===== src/rtl/eda_pixel_stack.sv =====
// LIFO work-list for the regional-maxima flood fill: serializes 8-neighbour push masks into a stack and pops center pixels.
// Optional build macro EDA_PIXEL_STACK_DEDUP_EN skips pushes of addresses already on the stack.
module eda_pixel_stack #(
  parameter int M            = 16,
  parameter int N            = 16,
  parameter int WINDOW_WIDTH = 9,
  parameter int ADDR_WIDTH   = $clog2(M*N),
  parameter int DEPTH        = M*N,
  parameter int CNT_WIDTH    = $clog2(DEPTH+1)
) (
  input  logic                      clk,
  input  logic                      reset_n,
  input  logic                      clear,
  input  logic                      seed_valid,
  input  logic [ADDR_WIDTH-1:0]     seed_addr,
  output logic                      seed_ready,
  input  logic                      push_valid,
  input  logic [WINDOW_WIDTH-2:0]   push_positions,
  input  logic [ADDR_WIDTH-1:0]     upleft_addr,
  input  logic [ADDR_WIDTH-1:0]     up_addr,
  input  logic [ADDR_WIDTH-1:0]     upright_addr,
  input  logic [ADDR_WIDTH-1:0]     left_addr,
  input  logic [ADDR_WIDTH-1:0]     right_addr,
  input  logic [ADDR_WIDTH-1:0]     downleft_addr,
  input  logic [ADDR_WIDTH-1:0]     down_addr,
  input  logic [ADDR_WIDTH-1:0]     downright_addr,
  output logic                      push_ready,
  input  logic                      pop_req,
  output logic [ADDR_WIDTH-1:0]     center_addr,
  output logic                      new_pixel,
  output logic                      region_done,
  output logic                      empty,
  output logic                      full,
  output logic [CNT_WIDTH-1:0]      count,
  output logic                      overflow
);

  localparam int NB    = WINDOW_WIDTH - 1;
  localparam int IDX_W = $clog2(NB);

  localparam logic [1:0] IDLE = 2'd0;
  localparam logic [1:0] PUSH = 2'd1;
  localparam logic [1:0] POP  = 2'd2;

  logic [1:0]            state;
  logic [ADDR_WIDTH-1:0] sp;
  logic [NB-1:0]         mask_p0;
  logic [NB-1:0]         mask_next;
  logic [ADDR_WIDTH-1:0] nb_addr_p0 [NB];
  logic [ADDR_WIDTH-1:0] nb_in [NB];
  logic [ADDR_WIDTH-1:0] stack_mem [DEPTH];

  logic                  push_take;
  logic                  pop_take;
  logic                  seed_take;
  logic                  dup;
  logic                  wr_en;
  logic [ADDR_WIDTH-1:0] wr_data;
  logic [ADDR_WIDTH-1:0] rd_data;
  logic [ADDR_WIDTH-1:0] cur_addr;

  function automatic logic [IDX_W-1:0] lsb_idx(input logic [NB-1:0] m);
    lsb_idx = '0;
    for (int b = NB - 1; b >= 0; b--)
      if (m[b]) lsb_idx = b[IDX_W-1:0];
  endfunction

  // Index 0 is downright so the lowest set bit is pushed first and upleft ends on top.
  assign nb_in[7] = upleft_addr;
  assign nb_in[6] = up_addr;
  assign nb_in[5] = upright_addr;
  assign nb_in[4] = left_addr;
  assign nb_in[3] = right_addr;
  assign nb_in[2] = downleft_addr;
  assign nb_in[1] = down_addr;
  assign nb_in[0] = downright_addr;

  assign empty      = (count == '0);
  assign full       = (count == CNT_WIDTH'(DEPTH));
  assign push_ready = (state != PUSH);
  assign seed_ready = (state == IDLE) && empty && !push_valid;

  assign push_take  = push_valid && push_ready && (push_positions != '0);
  assign pop_take   = (state == IDLE) && !push_take && pop_req && !empty;
  assign seed_take  = (state == IDLE) && seed_valid && seed_ready;

  assign mask_next  = mask_p0 & (mask_p0 - NB'(1));
  assign cur_addr   = nb_addr_p0[lsb_idx(mask_p0)];
  assign rd_data    = stack_mem[sp - ADDR_WIDTH'(1)];
  assign wr_en      = seed_take || ((state == PUSH) && !full && !dup);
  assign wr_data    = seed_take ? seed_addr : cur_addr;

`ifdef EDA_PIXEL_STACK_DEDUP_EN
  logic [DEPTH-1:0] on_stack;

  assign dup = on_stack[cur_addr];

  always_ff @(posedge clk or negedge reset_n) begin
    if (!reset_n) begin
      on_stack <= '0;
    end else if (clear) begin
      on_stack <= '0;
    end else begin
      if (wr_en)         on_stack[wr_data] <= 1'b1;
      if (state == POP)  on_stack[rd_data] <= 1'b0;
    end
  end
`else
  assign dup = 1'b0;
`endif

  // Capture stage: neighbour addresses and stack storage carry no reset.
  always_ff @(posedge clk) begin
    if (push_take) nb_addr_p0 <= nb_in;
    if (wr_en)     stack_mem[sp] <= wr_data;
  end

  always_ff @(posedge clk or negedge reset_n) begin
    if (!reset_n) begin
      state       <= IDLE;
      sp          <= '0;
      count       <= '0;
      mask_p0     <= '0;
      center_addr <= '0;
      new_pixel   <= 1'b0;
      region_done <= 1'b0;
      overflow    <= 1'b0;
    end else if (clear) begin
      state       <= IDLE;
      sp          <= '0;
      count       <= '0;
      mask_p0     <= '0;
      center_addr <= '0;
      new_pixel   <= 1'b0;
      region_done <= 1'b0;
      overflow    <= 1'b0;
    end else begin
      new_pixel   <= 1'b0;
      region_done <= 1'b0;
      if (push_take) mask_p0 <= push_positions;
      case (state)
        IDLE: begin
          if (push_take) begin
            state <= PUSH;
          end else if (pop_take) begin
            state <= POP;
          end else if (seed_take) begin
            sp    <= sp + ADDR_WIDTH'(1);
            count <= count + CNT_WIDTH'(1);
          end
        end
        PUSH: begin
          mask_p0 <= mask_next;
          if (!dup) begin
            if (full) begin
              overflow <= 1'b1;
            end else begin
              sp    <= sp + ADDR_WIDTH'(1);
              count <= count + CNT_WIDTH'(1);
            end
          end
          if (mask_next == '0) state <= IDLE;
        end
        POP: begin
          center_addr <= rd_data;
          new_pixel   <= 1'b1;
          sp          <= sp - ADDR_WIDTH'(1);
          count       <= count - CNT_WIDTH'(1);
          // A mask captured alongside the last pop means the region continues.
          region_done <= (count == CNT_WIDTH'(1)) && !push_take;
          state       <= push_take ? PUSH : IDLE;
        end
        default: state <= IDLE;
      endcase
    end
  end

endmodule


===== config.mk =====
export PLATFORM = sky130hd
export DESIGN_NAME = eda_pixel_stack
export DESIGN_NICKNAME = d
export VERILOG_FILES = /design/src/rtl/eda_pixel_stack.sv
export SDC_FILE = /design/constraint.sdc
export NUM_CORES = 2
export LEC_CHECK = 0
export CORE_ASPECT_RATIO = 1.4
export CORE_MARGIN = 1.5
export CORE_UTILIZATION = 56
export DETAILED_ROUTE_END_ITERATION = 16
export PLACE_DENSITY = 0.79
export REMOVE_ABC_BUFFERS = 1
export SLEW_MARGIN = 20
export SYNTH_ARGS = -nofsm -noshare
export SYNTH_HDL_FRONTEND = slang
export SYNTH_SLANG_ARGS = --single-unit

===== constraint.sdc =====
create_clock -name clk -period 6.05 [get_ports clk]
set_clock_uncertainty 0.2 [all_clocks]
set_input_delay 1.21 -clock clk [delete_from_list [all_inputs] [get_ports clk]]
set_output_delay 1.21 -clock clk [all_outputs]
set_load 0.05 [all_outputs]

==> results.ini <==
[floorplan]
dieArea_sq_um = 153000
row_count = 168
die_y_um = 463
io_pins = 110
core_area_sq_um = 150000
initial_core_util_pct = 56.4
die_w_um = 331

[worst_setup_path]
end_kind = register
crit_slowest_cell = dfrtp_4
critPathBufInv = 3
cp.arrival_ps = 6210
crit_cells = 11
slowest_delay_ps = 720
critical_path.endpoint = center_addr[1]
required_ps = 6570
crit_family = compound AO/OA/AOI/OAI gates
r2r_start = sp[0]
setup.worst_path.start = sp[0]
crit_fanout = 34
critPathKind = reg -> reg
worstRegToRegCells = 11
r2r-end = center_addr[1]
crit_path_cell_trace = inv_1, ha_1, or3b_1, xor2_4, buf_16, buf_4, nand2_1, a32o_1, a221oi_1, o221ai_1, o311ai_1
start_kind = register
reg2reg_slack_ps = 360

[finish]
seqCellArea_sq_um = 64400
multi_input_area_sq_um = 19000
drive_above_1_share_pct = 22.2
area_delta_synth_final_pct = 11.5
finalNetCount = 4404
instances_no_fill = 6420
final_core_util_pct = 62.9
fill_cells = 9479

[status]
status = finished, final reports clean

[clock_tree]
cts_tree = done
clock_sinks = 2150
cts_resized = 0
cts_hold_buf = 0
clock_path_buffers = 3
root_buffer = clkbuf_16
htreeDepth = 4
clk_latency_ps = 830
postCtsSetupBuffers = 0
clk_pin_slew_worst_paths_ps = 70
cts_buffers = 181

[timing]
finalCritPeriodShare_pct = 94.0
finalHoldViolCount = 0
setup_viol = 0
drv_slew = 0
setup_tns_ps = 0
period_needed_ps = 5690
tightest_slew_ps = 1330
max_slew_margin_pct = 10.8
max_freq_ghz = 0.176
setup_slack_ps = 361
rsz0062_at_grt = false

[placed_design]
pre_cts_slack_ps = 392
dp.cells = 6077
port_buffers = 109
hpwl_um = 136000
gp_congestion = 0.943

[yosys]
synth.distinct_cells = 77
synth_edf_count = 2112
synth_area_leaders = edfxtp_1, mux4_2, nor2_1
yosys_warnings = 0
postSynthCellCount = 4139
syn_avg_cell_area_sq_um = 20.4
syn_area_sq_um = 84600
ys_ff_latch = 2150
yosysTopAreaCellShare_pct = 75.0
synth_top_area_cell = edfxtp_1
ys_seq_area_share_pct = 76.1
async_reset_ff_share_pct = 1.77
synth_ff_type = edfxtp_1

[pwr]
irDropWorstVdd_mv = 0.766
pwr-share-comb_pct = 40.6
switching_share_pct = 37.9
p_leak_nw = 29.2
p_clk_share_pct = 21.1
power.total_mw = 55.6
p_int_mw = 34.5
power_switching_mw = 21.1
power_density_nw_per_um2 = 590
seq_power_share_pct = 38.2

[flow_run]
maxCapViolCount = 0

[worst_hold_path]
hold_path.class = in -> async

[drt]
met1_length_um = 72700
drt-total-wl_um = 224000
wl_met2_um = 111000
routedWlPerCell_um = 34.9
postRouteAntennaNets = 0
vias_per_cell = 6.86
route.met3.wl_um = 23400
drt_first_pass_iters = 12
topRoutingLayerUsed = met5
drc = 0
vias = 44040
drtIter0Drc = 5955

[global_routing]
grt_start_max_net_pins = 154
grt_pass1_vias = 44346
grt_pass1_wl_um = 319000
track_usage_pct = 29.2
antenna_found_initial = 10
overflow = 0

==> placed cells by master, fill, tap and decap left out, types with 7 or more instances in the layout <==
| master | n |
|---|---|
| clkbuf_16 | 181 |
| o21ai_0 | 17 |
| dfrtp_1 | 37 |
| o22ai_1 | 7 |
| clkdlybuf4s50_1 | 108 |
| ha_1 | 11 |
| mux2i_1 | 79 |
| a2111oi_0 | 8 |
| diode_2 | 9 |
| o21ai_1 | 7 |
| nor2_1 | 304 |
| a31oi_1 | 23 |
| edfxtp_1 | 2112 |
| a22oi_1 | 28 |
| nand3_1 | 84 |
| clkbuf_1 | 28 |
| a32o_1 | 16 |
| nor2b_1 | 16 |
| clkinv_2 | 30 |
| mux4_2 | 545 |
| o22a_1 | 7 |
| a32oi_1 | 25 |
| inv_1 | 18 |
| nor3_1 | 12 |
| buf_4 | 97 |
| bufinv_16 | 20 |
| clkinvlp_4 | 13 |
| and3_1 | 15 |
| clkinv_1 | 40 |
| nand4_1 | 26 |
| buf_12 | 26 |
| a21oi_1 | 37 |
| nand2_1 | 281 |
| mux2_2 | 10 |
| nand2_4 | 8 |
| nor4_1 | 8 |
==> final cells by class <==
cell class,instances,share of cell area [%]
diodes,9,0.0239
well taps,1955,2.60
clock inverters,122,1.33
clock buffers,211,4.95
flip-flops and latches,2150,68.3
repair buffers,234,2.54
multi-input cells,1721,20.2
inverters,18,0.0717
==> layer usage <==
layer	GRT usage, %	vias to the layer above
met4	19.7	6
li1	-	17350
met3	6.04	720
met2	47.7	3304
met5	0	-
met1	35.5	22660
==> synth_stat cells, types with 8 or more instances <==
| cell | number |
|---|---|
| clkbuf_1 | 82 |
| buf_4 | 44 |
| a2111oi_0 | 8 |
| a21oi_1 | 39 |
| ha_1 | 12 |
| mux4_2 | 545 |
| mux2i_1 | 79 |
| nand4_1 | 26 |
| a31oi_1 | 23 |
| buf_2 | 94 |
| a22oi_1 | 28 |
| edfxtp_1 | 2112 |
| nor2_1 | 310 |
| o21ai_0 | 17 |
| dfrtp_1 | 38 |
| nand2_1 | 291 |
| buf_1 | 23 |
| nor3_1 | 16 |
| nor4_1 | 8 |
| mux2_2 | 10 |
| nor2b_1 | 17 |
| a32o_1 | 16 |
| inv_1 | 18 |
| nand3_1 | 84 |
| and3_1 | 16 |
| a32oi_1 | 25 |
==> sequential cells by signal (all words and copies together), names as in the netlist <==
name,cells
mask_p0,8
center_addr,8
new_pixel,1
overflow,1
region_done,1
count,9
sp,8
stack_mem,2048
state,2
nb_addr_p0,64
==> worst min-delay path by stage <==
| stage | from | end | slack [ps] | depth (start not counted) |
|---|---|---|---|---|
| after global routing | reset_n | count[3] | 320 | 2 |
| after global placement | overflow | overflow | 300 | 2 |
| after CTS | reset_n | count[2] | 280 | 2 |
| after floorplan | state[0] | state[0] | 330 | 2 |
| after detailed placement | overflow | overflow | 310 | 2 |
| final | reset_n | count[2] | 310 | 2 |
==> power by group through the flow <==
stage | combinational [mW] | sequential, mW | clock, mW
floorplan | 9.53 | 22.2 | 0
global placement | 21.4 | 21.5 | 0
detailed placement | 21.9 | 21.6 | 0
CTS | 22.1 | 21.2 | 11.8
global route | 23.0 | 21.3 | 12.3
finish | 22.6 | 21.3 | 11.8
==> metrics by stage <==
stage                     area (sq um)  hold slack [ps]
final                            94300              310
after global routing             94200              319
after CTS                        94200              282
after detailed placement         88300              314
after global placement           88200              305
after floorplan                  83300              326
==> cell families after synthesis <==
| group | count (synthesis) | synth area share (%) |
|---|---|---|
| adders and majority gates | 13 | 0.189 |
| DFF | 2150 | 76.1 |
| and+or+nand+nor | 812 | 4.17 |
| xor gates and xnor gates | 16 | 0.197 |
| buffers and inverters | 268 | 1.59 |
| muxes | 634 | 15.6 |
| AOI/OAI and AO/OA | 246 | 2.15 |
Power figures use the tool's default switching activity.
